File: src/rtl/cic_pkg.sv
`default_nettype none
// ==== cic_pkg : CIC bit-growth helpers shared by interpolator/decimator (rev 1.0) ====
package cic_pkg;

  function automatic int cic_acc_width(input int width, input int stages, input int rate);
    return width + stages * $clog2(rate);
  endfunction

  // Interpolator DC gain is RATE^(STAGES-1); this shift removes it exactly.
  function automatic int cic_interp_shift(input int stages, input int rate);
    return (stages - 1) * $clog2(rate);
  endfunction

endpackage
`default_nettype wire

File: src/rtl/cic_integrator_stage.sv
`default_nettype none
// ==== cic_integrator_stage : one modular accumulator of the integrator chain (rev 1.0) ====
module cic_integrator_stage #(
  parameter int ACC_W = 16
) (
  input  logic             clk,
  input  logic             rst,
  input  logic             en,
  input  logic [ACC_W-1:0] din,
  output logic [ACC_W-1:0] dout
);

  always_ff @(posedge clk or posedge rst) begin
    if (rst) begin
      dout <= '0;
    end else if (en) begin
      dout <= dout + din;
    end
  end

endmodule
`default_nettype wire

File: src/rtl/cic_interpolator.sv
`default_nettype none
// ==== cic_interpolator : unity-gain CIC interpolator, RATE outputs per accepted sample (rev 1.0) ====
module cic_interpolator
  import cic_pkg::*;
#(
  parameter int WIDTH  = 8,
  parameter int STAGES = 1,
  parameter int RATE   = 4
) (
  input  logic             clk,
  input  logic             rst,
  input  logic [WIDTH-1:0] in,
  input  logic             in_valid,
  output logic             in_ready,
  output logic [WIDTH-1:0] out,
  output logic             out_valid
);

  localparam int ACC_W = cic_acc_width(WIDTH, STAGES, RATE);
  localparam int SHIFT = cic_interp_shift(STAGES, RATE);
  localparam int PH_W  = $clog2(RATE);

  logic [PH_W-1:0]  phase;
  logic             advance;
  logic             accept;
  logic [ACC_W-1:0] comb_in  [0:STAGES-1];
  logic [ACC_W-1:0] comb_out;
  logic [ACC_W-1:0] dly      [0:STAGES-1];
  logic [ACC_W-1:0] s;
  logic [ACC_W-1:0] integ    [0:STAGES-1];
  logic             unused_acc;

  assign in_ready = (phase == '0) && !rst;
  assign advance  = (phase != '0) || in_valid;
  assign accept   = in_ready && in_valid;

  always_comb begin
    logic [ACC_W-1:0] c;
    c = {{(ACC_W-WIDTH){in[WIDTH-1]}}, in};
    for (int k = 0; k < STAGES; k++) begin
      comb_in[k] = c;
      c          = c - dly[k];
    end
    comb_out = c;
  end

  // RATE is a power of two, so the phase counter wraps by natural overflow.
  always_ff @(posedge clk or posedge rst) begin
    if (rst) begin
      phase     <= '0;
      s         <= '0;
      out       <= '0;
      out_valid <= 1'b0;
      for (int k = 0; k < STAGES; k++) dly[k] <= '0;
    end else begin
      out_valid <= advance;
      if (advance) begin
        phase <= phase + 1'b1;
        out   <= integ[STAGES-1][SHIFT +: WIDTH];
      end
      if (accept) begin
        s <= comb_out;
        for (int k = 0; k < STAGES; k++) dly[k] <= comb_in[k];
      end else if (advance) begin
        s <= '0;
      end
    end
  end

  for (genvar k = 0; k < STAGES; k++) begin : g_integ
    logic [ACC_W-1:0] stage_din;
    if (k == 0) begin : g_first
      assign stage_din = s;
    end else begin : g_chain
      assign stage_din = integ[k-1];
    end
    cic_integrator_stage #(
      .ACC_W(ACC_W)
    ) u_stage (
      .clk (clk),
      .rst (rst),
      .en  (advance),
      .din (stage_din),
      .dout(integ[k])
    );
  end

  assign unused_acc = ^integ[STAGES-1];

endmodule
`default_nettype wire

File: config.mk
export PLATFORM = sky130hd
export DESIGN_NAME = cic_interpolator
export DESIGN_NICKNAME = d
export VERILOG_FILES = /design/src/rtl/cic_pkg.sv /design/src/rtl/cic_integrator_stage.sv /design/src/rtl/cic_interpolator.sv
export SDC_FILE = /design/constraint.sdc
export NUM_CORES = 1
export LEC_CHECK = 0
export CORE_MARGIN = 2
export CORE_UTILIZATION = 34
export DETAILED_ROUTE_END_ITERATION = 6
export PLACE_DENSITY = 0.62
export SLEW_MARGIN = 20
export SYNTH_ARGS = -nofsm -noshare
export SYNTH_HDL_FRONTEND = slang
export SYNTH_SLANG_ARGS = --single-unit
export TNS_END_PERCENT = 10
File: constraint.sdc
create_clock -name clk -period 4.06 [get_ports clk]
set_input_delay 0.812 -clock clk [delete_from_list [all_inputs] [get_ports clk]]
set_output_delay 0.812 -clock clk [all_outputs]
set_load 0.03 [all_outputs]
# After elaboration in Yosys (flattened, before gate mapping)

Cells that the tools add are included.

Word-level logic and storage cells: 18
Output and inout bits: 10
Flip-flop bits (word level): 39

Multiplexer cells: 2
Add/subtract/negate cells: 3
Reductions and logical operators: 7

Operator list:

| operator                                     | count |
|---|---|
| 2-to-1 mux 10 bit                            | 2 |
| adder 10 bit                                 | 1 |
| subtractor 8 x 8 -> 9 bit                    | 1 |
| nonzero test 2 bit                           | 2 |
| adder 2 x 1 -> 2 bit (second input constant) | 1 |
| logical AND 1 bit                            | 2 |
| zero test 2 bit                              | 1 |
| zero test 1 bit                              | 1 |
| logical OR 1 bit                             | 1 |

# Longest topological paths before layout

Gate-level depths: netlist of the first run.

Depth in word-level cells: 4
Gate-level depth with buffers: 9
Depth with buffers taken out: 9

# Modules after synthesis

Synthesis of the first run repeated with hierarchy kept, for this count alone.

Cell total of the unflattened synthesis: 245
Area total of the unflattened synthesis: 2307.2 µm²

By module, submodules not included:

| module               | times used | area each (µm²) | cells an instance | sequential area each (µm²) |
|---|---|---|---|---|
| cic_interpolator     | 1          | 1451.4          | 154               | 700.7 |
| cic_integrator_stage | 1          | 855.8           | 91                | 250.2 |

# Least setup slack after synthesis of the first run

No wires, ideal clock.

Kind: input to register
Start point: input port in[0]
End point: register s[6], in the netlist g_integ[0].stage_din[6]
Arrival time: 2.069 ns
Library setup time: 0.124 ns
Data required time: 3.936 ns
Buffers on the path: 0
Path slack: 1.867 ns
Stages on the path: 9
Path through: inv_1 > ha_1 > inv_1 > fa_1 > a21oi_1 > o21ai_1 > a21oi_1 > xor2_1 > o21ai_1

Cells in the longest elaborated chain, start to end: 2

RTL lines:

| what                      | line                   | text |
|---|---|---|
| start: declaration        | cic_interpolator.sv:12 | `input logic [WIDTH-1:0] in,` |
| subtractor 8 x 8 -> 9 bit | cic_interpolator.sv:42 | `c = c - dly[k];` |
| 2-to-1 mux 10 bit         | cic_interpolator.sv:61 | `if (accept) begin` |
| end signal: assignment    | cic_interpolator.sv:62 | `s <= comb_out;` |
| end: declaration          | cic_interpolator.sv:29 | `logic [ACC_W-1:0] s;` |

No other way between the ends.
A chain may end at the register's enable or synchronous reset.

# Final worst setup path of the first run

Start point: input port rst
End point: output port in_ready

Cells in the longest elaborated chain, start to end: 2

RTL lines:

| what                             | line                   | text |
|---|---|---|
| start: declaration               | cic_interpolator.sv:11 | `input logic rst,` |
| zero test 1 bit (no source line) | -                      |  |
| logical AND 1 bit                | cic_interpolator.sv:33 | `assign in_ready = (phase == '0) && !rst;` |
| end: declaration                 | cic_interpolator.sv:14 | `output logic in_ready,` |

No other way between the ends.

==> out/results.ini, run 1 <==
[routing]
average_wire_per_standard_cell_um = 11.01
detail-route-antenna-nets = 0
detail_route.vias_per_cell = 4.567
iteration_0_drc_markers = 23
routed_wirelength_um = 3182
drc = 0
via_count = 1320
dr.pass1.iters = 4

[setup_path]
worst_ep_required_time_ns = 3.25
critPathLaunchType = primary input
crit_path_cell_trace = clkdlybuf4s50_1, nor2b_1, clkdlybuf4s50_1
critPathMaxStageDelay_ns = 0.73
critical-path-slowest-cell = clkdlybuf4s50_1
crit_top_cell = clkdlybuf4s50_1
timing.critical_path.to_type = output port
timing.setup.critical_path_class = primary input to output port
arrival_ns = 2.20
crit_fanout = 3

[cells_and_area]
layout.nets = 245
antenna_cells_inserted = 0
fillers = 543
drive_gt1_share_pct = 8.295
area_used_by_multi_input_combinational_logic_um2 = 925.9
layout_commonest_cell = nand2_1
area_growth_pct = 20.36
area.sequential_um2 = 875.8
layout.cells.most_common_list = nand2_1 (39), dfrtp_1 (35), clkdlybuf4s50_1 (20), inv_1 (16), ha_1 (16)
finish.cell_count_without_fillers = 289

[timing]
timing_max_transition_violations_final = 0
rsz0062_at_grt = false
setup_total_neg_slack_ns = 0
period_needed_ns = 3.009
report.final.setup_viol = 0
holdWs_ns = 0.4668
final_min_period_over_clock_period_pct = 74.12
finalHoldViolations = 0
worstMarginPinSlew_ns = 0.6421
clock.fmax_mhz = 332.3
finClkSkew_ns = 0.003303
timing.max_slew.rel_slack_pct = 57.14

[clock_network]
cts.htree.levels = 2
hold_buffer_count_at_cts = 0
cts_inserted_buffers = 5
worst_skew_pair.late_latency_ns = 0.29
cts_num_sinks = 35
post_cts_resized = 0
cts_buffer_depth = 2
post-cts-setup-buffer-count = 0
clk_transition_reported_paths_ns = 0.06
cts_tree = yes
clockRootBuffer = clkbuf_8

[placement]
detailed_place_hpwl_um = 2346
io_buffer_count = 20
gp_congestion = 0.8601
dp.cells = 281

[yosys]
netlist.top_cell.by_area = dfrtp_1
synth.net_count = 221
ys_seq_elements = 35
yosys_most_used_dff = dfrtp_1
ys_seq_area_share_pct = 46.42
ys_types = 35
mean_instance_size_in_the_synthesized_netlist_um2 = 9.827
yosysWarningCount = 0
synth-edff-count = 0
share_of_synthesized_registers_carrying_an_async_set_or_reset_pct = 100.0
post_synth_inst_count = 192
syn_area_um2 = 1887
synth_largest_type_area_fraction_pct = 46.42
ys_top_cells_by_area = dfrtp_1 (46%), ha_1 (11%), nand2_1 (7.8%), mux2_2 (3.6%), o21ai_1 (3.4%)

[floorplan]
initial_standard_cell_utilization_of_the_core_pct = 34.69
die_w_um = 78.50
dieArea_um2 = 6161
core.rowCount = 27
design.portCount = 21
core_area_um2 = 5439
die_height_um = 78.50

[pwr]
power_leakage_nw = 1.063
vdd_ir_drop_max_mv = 0.3070
power.density_cell_area_nw_per_um2 = 731.7
totalPowerFinal_w = 0.001662

[global_route]
first_global_vias = 1357
grt_start_max_net_pins = 20
initial_antenna_violation_count = 0
groute.layer.met1.usage_pct = 14.65
grt_use_met2_pct = 20.09
gr-max-usage-layer = met2
grt_pass1_wl_um = 5823
grtUsageTotal_pct = 12.15
gr-total-overflow = 0
globalRouteMet3Util_pct = 3.103

[run]
timing.max_cap.violations = 0

[worst_hold_path]
min_path_type = flip-flop to flip-flop

[run_status]
run_status = complete, no violations

## per-layer routing
metal,share of wire (%),vias up,wire length [µm]
li1,-,693,-
met3,3.3,7,104
met1,50,599,1576
met5,0,-,0
met2,45,21,1434
met4,2.0,0,65
## flip-flops by register name, indices dropped and copies added (netlist names)
register              cells
g_integ.stage_din         8
dly                       8
phase                     2
out_valid                 1
out                       8
g_integ.u_stage.dout      8
## cell usage after synthesis, types with 2 or more instances
| cell | instances |
|---|---|
| nor2b_1 | 3 |
| xor2_1 | 7 |
| o21ai_0 | 2 |
| xnor2_1 | 5 |
| buf_2 | 4 |
| o21ai_1 | 13 |
| fa_1 | 2 |
| ha_1 | 16 |
| dfrtp_1 | 35 |
| a21o_1 | 3 |
| a21oi_1 | 12 |
| o311ai_1 | 2 |
| nand2_1 | 39 |
| mux2_2 | 6 |
| inv_1 | 16 |
| nor2_1 | 6 |
| a31oi_1 | 2 |
| and3_1 | 2 |
## through the flow
step           utilization [%]  instance area, µm²  setup WS [ns]
2_1_floorplan                -                1887          1.867
3_3_place_gp             39.91                2171          1.093
3_5_place_dp             39.91                2171          1.063
4_1_cts                  41.75                2271          1.059
5_1_grt                  41.75                2271         0.9876
6_report                 41.75                2271          1.051
## cell families after synthesis
logic type | share of synthesized area [%]
AO/OA/AOI/OAI | 12.67
XOR/XNOR | 5.570
adder cells (fa/ha/maj) | 12.73
buffers and inverters | 4.642
flip-flops | 46.42
multiplexers | 4.708
AND/OR/NAND/NOR | 13.26
## layout make-up
class                      instances  share of cell area (%)
inverter                          17                   2.810
timing repair buffer              22                   9.477
multi-input combinational        135                   40.77
tap                               72                   3.967
clock buffer                       8                   4.408
sequential                        35                   38.57
## path summary, 6_finish.rpt
check                      slack (ns)                       start                          to  cells past startpoint
max in group asynchronous        2.44                         rst     g_integ[0].stage_din[7]                      3
setup / recovery                 1.05                         rst                    in_ready                      3
setup reg to reg                 2.07                    phase[0]  g_integ[0].u_stage.dout[7]                      8
min in group asynchronous        0.94                         rst                      out[1]                      2
hold reg to reg                  0.47  g_integ[0].u_stage.dout[7]  g_integ[0].u_stage.dout[7]                      1
hold / removal                   0.47  g_integ[0].u_stage.dout[7]  g_integ[0].u_stage.dout[7]                      1
## worst max-delay path: cells and delay by family
| kind | cells | cell delay (ns) |
|---|---|---|
| simple gates | 1 | 0.24 |
| buf+inv | 2 | 1.15 |
## where the power goes
group | total, W | switching [W] | internal, W | leakage (nW)
combinational | 0.000801 | 0.000437 | 0.000364 | 0.584
clock | 0.000277 | 0.000122 | 0.000155 | 0.0515
sequential | 0.000584 | 0.0000863 | 0.000498 | 0.427
(Power assumes the default switching activity.)
==> inputs of run 2 (changes only) <==
--- a/config.mk
+++ b/config.mk
@@ -8,7 +8,7 @@
 export CORE_MARGIN = 2
 export CORE_UTILIZATION = 34
 export DETAILED_ROUTE_END_ITERATION = 6
-export PLACE_DENSITY = 0.62
+export PLACE_DENSITY = 0.64
 export SLEW_MARGIN = 20
 export SYNTH_ARGS = -nofsm -noshare
 export SYNTH_HDL_FRONTEND = slang
==> constraint.sdc (replaced) <==
create_clock -name clk -period 2.7 [get_ports clk]
set_input_delay 0.54 -clock clk [delete_from_list [all_inputs] [get_ports clk]]
set_output_delay 0.54 -clock clk [all_outputs]
set_load 0.03 [all_outputs]
==> out/results.ini, run 2 (synthesis gave the netlist of run 1 again) <==
[run]
timing.max_cap.violations = 0

[clock_network]
clockRootBuffer = clkbuf_8
clk_transition_reported_paths_ns = 0.07
post-cts-setup-buffer-count = 0
hold_buffer_count_at_cts = 0
worst_skew_pair.late_latency_ns = 0.28
cts_num_sinks = 35
cts_inserted_buffers = 5
cts.htree.levels = 2
cts_tree = yes
post_cts_resized = 0
cts_buffer_depth = 2

[routing]
average_wire_per_standard_cell_um = 10.82
iteration_0_drc_markers = 69
dr.pass1.iters = 4
detail-route-antenna-nets = 0
via_count = 1340
detail_route.vias_per_cell = 4.605
routed_wirelength_um = 3150
drc = 0

[pwr]
power_leakage_nw = 1.072
totalPowerFinal_w = 0.002505
vdd_ir_drop_max_mv = 0.4173
power.density_cell_area_nw_per_um2 = 1096

[placement]
placement.cell_area_um2 = 2186
detailed_place_hpwl_um = 2283
io_buffer_count = 20
gp_congestion = 0.8219
dp.cells = 283

[timing]
report.final.setup_viol = 0
timing_max_transition_violations_final = 0
timing.max_slew.rel_slack_pct = 70.85
final_min_period_over_clock_period_pct = 91.26
worstMarginPinSlew_ns = 0.4372
setup_total_neg_slack_ns = 0
finClkSkew_ns = 0.006458
holdWs_ns = 0.4645
rsz0062_at_grt = false
clock.fmax_mhz = 405.8
period_needed_ns = 2.464
finalHoldViolations = 0

[worst_hold_path]
min_path_type = flip-flop to flip-flop

[floorplan]
design.portCount = 21
core.rowCount = 27
dieArea_um2 = 6161
core_area_um2 = 5439
initial_standard_cell_utilization_of_the_core_pct = 34.69
die_height_um = 78.50
die_w_um = 78.50

[global_route]
first_global_vias = 1334
initial_antenna_violation_count = 0
grt_start_max_net_pins = 36
grtUsageTotal_pct = 11.77
grt_pass1_wl_um = 5740
gr-total-overflow = 0

[cells_and_area]
drive_gt1_share_pct = 9.132
postLayoutCellArea_um2 = 2286
layout_commonest_cell = nand2_1
layout.cells.most_common_list = nand2_1 (39), dfrtp_1 (35), clkdlybuf4s50_1 (20), inv_1 (16), ha_1 (16)
finish.cell_count_without_fillers = 291
area_growth_pct = 21.15
fillers = 547
antenna_cells_inserted = 0
layout.nets = 247

[setup_path]
timing.critical_path.to_type = output port
critPathLaunchType = primary input
worst_ep_required_time_ns = 2.16
timing.setup.critical_path_class = primary input to output port
crit_fanout = 3
arrival_ns = 1.92

[run_status]
run_status = complete, no violations

-- run 2: changes by cell type in the layout (fill, tap and decap cells not counted), sizes merged --
| cell | delta |
|---|---|
| buf | +2 |
-- run 2: critical path, cell delays in order --
cell and delay (ns):
clkdlybuf4s50_1 0.42, nor2b_1 0.24, clkdlybuf4s50_1 0.72
-- run 2: layout make-up --
| cell class | count | area (µm²) | area share (%) |
|---|---|---|---|
| clock buffers | 8 | 100.1 | 4.379 |
| inverters | 17 | 63.81 | 2.791 |
| flip-flops and latches | 35 | 875.8 | 38.31 |
| repair buffers | 24 | 230.2 | 10.07 |
| well taps | 72 | 90.09 | 3.941 |
| multi-input cells | 135 | 925.9 | 40.50 |
-- run 2: metal layers --
| layer | global-route usage [%] | part of all wire [%] |
|---|---|---|
| met1 | 14.66 | 50 |
| met5 | 0 | 0 |
| met4 | 5.263 | 2.2 |
| met2 | 19.14 | 45 |
| met3 | 3.103 | 3.2 |
-- run 2: final timing paths --
check,startpoint,to,slack (ns),cells after the start
worst max-delay path,rst,in_ready,0.24,3
worst max register to register,g_integ[0].u_stage.dout[3],g_integ[0].u_stage.dout[7],0.79,6
max in group asynchronous,rst,g_integ[0].u_stage.dout[7],1.70,3
min in group asynchronous,rst,out[1],0.68,3
worst min-delay path,out[0],out[0],0.46,2
worst min register to register,out[0],out[0],0.46,2
-- run 2: stage by stage --
step,utilization [%],setup slack [ns]
2_1_floorplan,-,0.7391
3_3_place_gp,40.19,0.2645
3_5_place_dp,40.19,0.2315
4_1_cts,42.03,0.2317
5_1_grt,42.03,0.1370
6_report,42.03,0.2359
-- run 2: report_power, final --
group	total, W	switching (W)	leakage [nW]	internal (W)
registers	0.000876	0.000128	0.427	0.000748
clock network	0.000409	0.000176	0.0515	0.000233
logic	0.00122	0.000662	0.594	0.000558
total	0.00251	0.000966	1.07	0.00154
==> inputs of run 3 (changes only) <==
--- a/config.mk
+++ b/config.mk
@@ -8,9 +8,11 @@
 export CORE_MARGIN = 2
 export CORE_UTILIZATION = 34
 export DETAILED_ROUTE_END_ITERATION = 6
-export PLACE_DENSITY = 0.64
+export PLACE_DENSITY = 0.63
+export SKIP_CTS_REPAIR_TIMING = 1
 export SLEW_MARGIN = 20
 export SYNTH_ARGS = -nofsm -noshare
 export SYNTH_HDL_FRONTEND = slang
+export SYNTH_HIERARCHICAL = 1
 export SYNTH_SLANG_ARGS = --single-unit
 export TNS_END_PERCENT = 10
==> out/results.ini, run 3 <==
[run_status]
run_status = complete, no violations

[yosys]
syn_area_um2 = 1987
synth.net_count = 240
yosysWarningCount = 6
post_synth_inst_count = 210
mean_instance_size_in_the_synthesized_netlist_um2 = 9.461

[timing]
setup_total_neg_slack_ns = 0
period_needed_ns = 2.446
timing_max_transition_violations_final = 0
timing.max_slew.rel_slack_pct = 67.96
finClkSkew_ns = 0.004497
final_min_period_over_clock_period_pct = 90.59
rsz0062_at_grt = false
worstMarginPinSlew_ns = 0.4806
clock.fmax_mhz = 408.9
holdWs_ns = 0.4634
finalHoldViolations = 0
report.final.setup_viol = 0

[floorplan]
design.portCount = 21
dieArea_um2 = 6471
die_w_um = 80.45
core_area_um2 = 5574
initial_standard_cell_utilization_of_the_core_pct = 35.65
die_height_um = 80.45
core.rowCount = 27

[setup_path]
critPathLaunchType = primary input
worst_r2r_path_depth = 8
arrival_ns = 1.91
worstSetupStartpoint = rst
timing.critical_path.to_type = output port
crit_path_cell_trace = clkdlybuf4s50_1, nor2b_4, clkdlybuf4s50_1
crit_top_cell = clkdlybuf4s50_1
critical-path-slowest-cell = clkdlybuf4s50_1
timing.setup.critical_path_class = primary input to output port
critPathMaxStageDelay_ns = 0.67
rr_startpoint = g_integ[0].u_stage/dout[0]
worst_ep_required_time_ns = 2.16
crit_fanout = 5

[worst_hold_path]
hold_path.startpoint = out[1]
worstHoldPathCells = 2
min_path_type = flip-flop to flip-flop

[global_route]
gr-total-overflow = 0
grtUsageTotal_pct = 12.73
first_global_vias = 1469
initial_antenna_violation_count = 0
grt_pass1_wl_um = 6299
grt_start_max_net_pins = 28

[pwr]
power_leakage_nw = 1.076
switching_share_pct = 38.86
sequential_share_of_power_pct = 34.3
power_frac_clock_pct = 16.4
vdd_ir_drop_max_mv = 0.3613
power.density_cell_area_nw_per_um2 = 1067
p_sw_w = 0.0009710
power_frac_comb_pct = 49.3
totalPowerFinal_w = 0.002499
power_report.internal_total_w = 0.001527

[cells_and_area]
antenna_cells_inserted = 0
area.sequential_um2 = 875.8
layout.nets = 261
fillers = 576
area_growth_pct = 17.82
layout_commonest_cell = nand2_1
postLayoutCellArea_um2 = 2341
drive_gt1_share_pct = 7.759
finish.cell_count_without_fillers = 304
area_used_by_multi_input_combinational_logic_um2 = 980.9
layout.cells.most_common_list = nand2_1 (42), dfrtp_1 (35), o21ai_0 (22), inv_1 (20), clkdlybuf4s50_1 (20)

[clock_network]
worst_skew_pair.late_latency_ns = 0.29
cts.htree.levels = 2
cts_buffer_depth = 2
clk_transition_reported_paths_ns = 0.06
clockRootBuffer = clkbuf_8
cts_num_sinks = 35
cts_inserted_buffers = 5
cts_tree = yes

[placement]
placement.cell_area_um2 = 2241
io_buffer_count = 20
detailed_place_hpwl_um = 2567
dp.cells = 296
gp_congestion = 0.7971

[routing]
average_wire_per_standard_cell_um = 11.27
detail_route.vias_per_cell = 4.661
via_count = 1417
drc = 0
dr.pass1.iters = 4
iteration_0_drc_markers = 61
detail-route-antenna-nets = 0
routed_wirelength_um = 3426

[run]
timing.max_cap.violations = 0

[run 3: final cells by class]
cell class / count / share of cell area [%]
clock buffer: 8 / 4.276
timing repair buffer: 22 / 9.193
tap: 72 / 3.848
sequential: 35 / 37.41
multi-input combinational: 146 / 41.90
inverter: 21 / 3.367
[run 3: layer usage]
metal | vias up | track usage (%) | wire [µm]
met1 | 639 | 15.30 | 1597
met4 | 0 | 5.085 | 64
met5 | - | 0 | 0
met3 | 6 | 4.045 | 120
li1 | 752 | - | -
met2 | 20 | 21.08 | 1643
[run 3: power by group through the flow]
stage               Sequential (W)  Clock, W  Combinational [W]
floorplan                 0.000968         0           0.000830
global placement          0.000861         0            0.00122
detailed placement        0.000871         0            0.00124
CTS                       0.000861  0.000428            0.00125
global route              0.000885  0.000456            0.00140
finish                    0.000858  0.000410            0.00123
[run 3: final timing paths]
kind	endpoint	slack, ns
min in group asynchronous	g_integ[0].u_stage/dout[0]	0.69
worst min-delay path	out[1]	0.46
worst max register to register	g_integ[0].u_stage/dout[6]	0.76
max in group asynchronous	out[0]	1.64
worst max-delay path	in_ready	0.25
worst min register to register	out[1]	0.46
[run 3: stage by stage]
step                      utilization, %  worst slack [ns]
after floorplan                        -            0.7642
after global placement             40.20            0.2709
after detailed placement           40.20            0.2329
after CTS                          42.00            0.2362
after global routing               42.00            0.2007
final                              42.00            0.2541
[run 3: worst max-delay path, delay by kind of cell]
| family | cells | cell delay (ns) |
|---|---|---|
| buf+inv | 2 | 1.19 |
| simple gates | 1 | 0.17 |
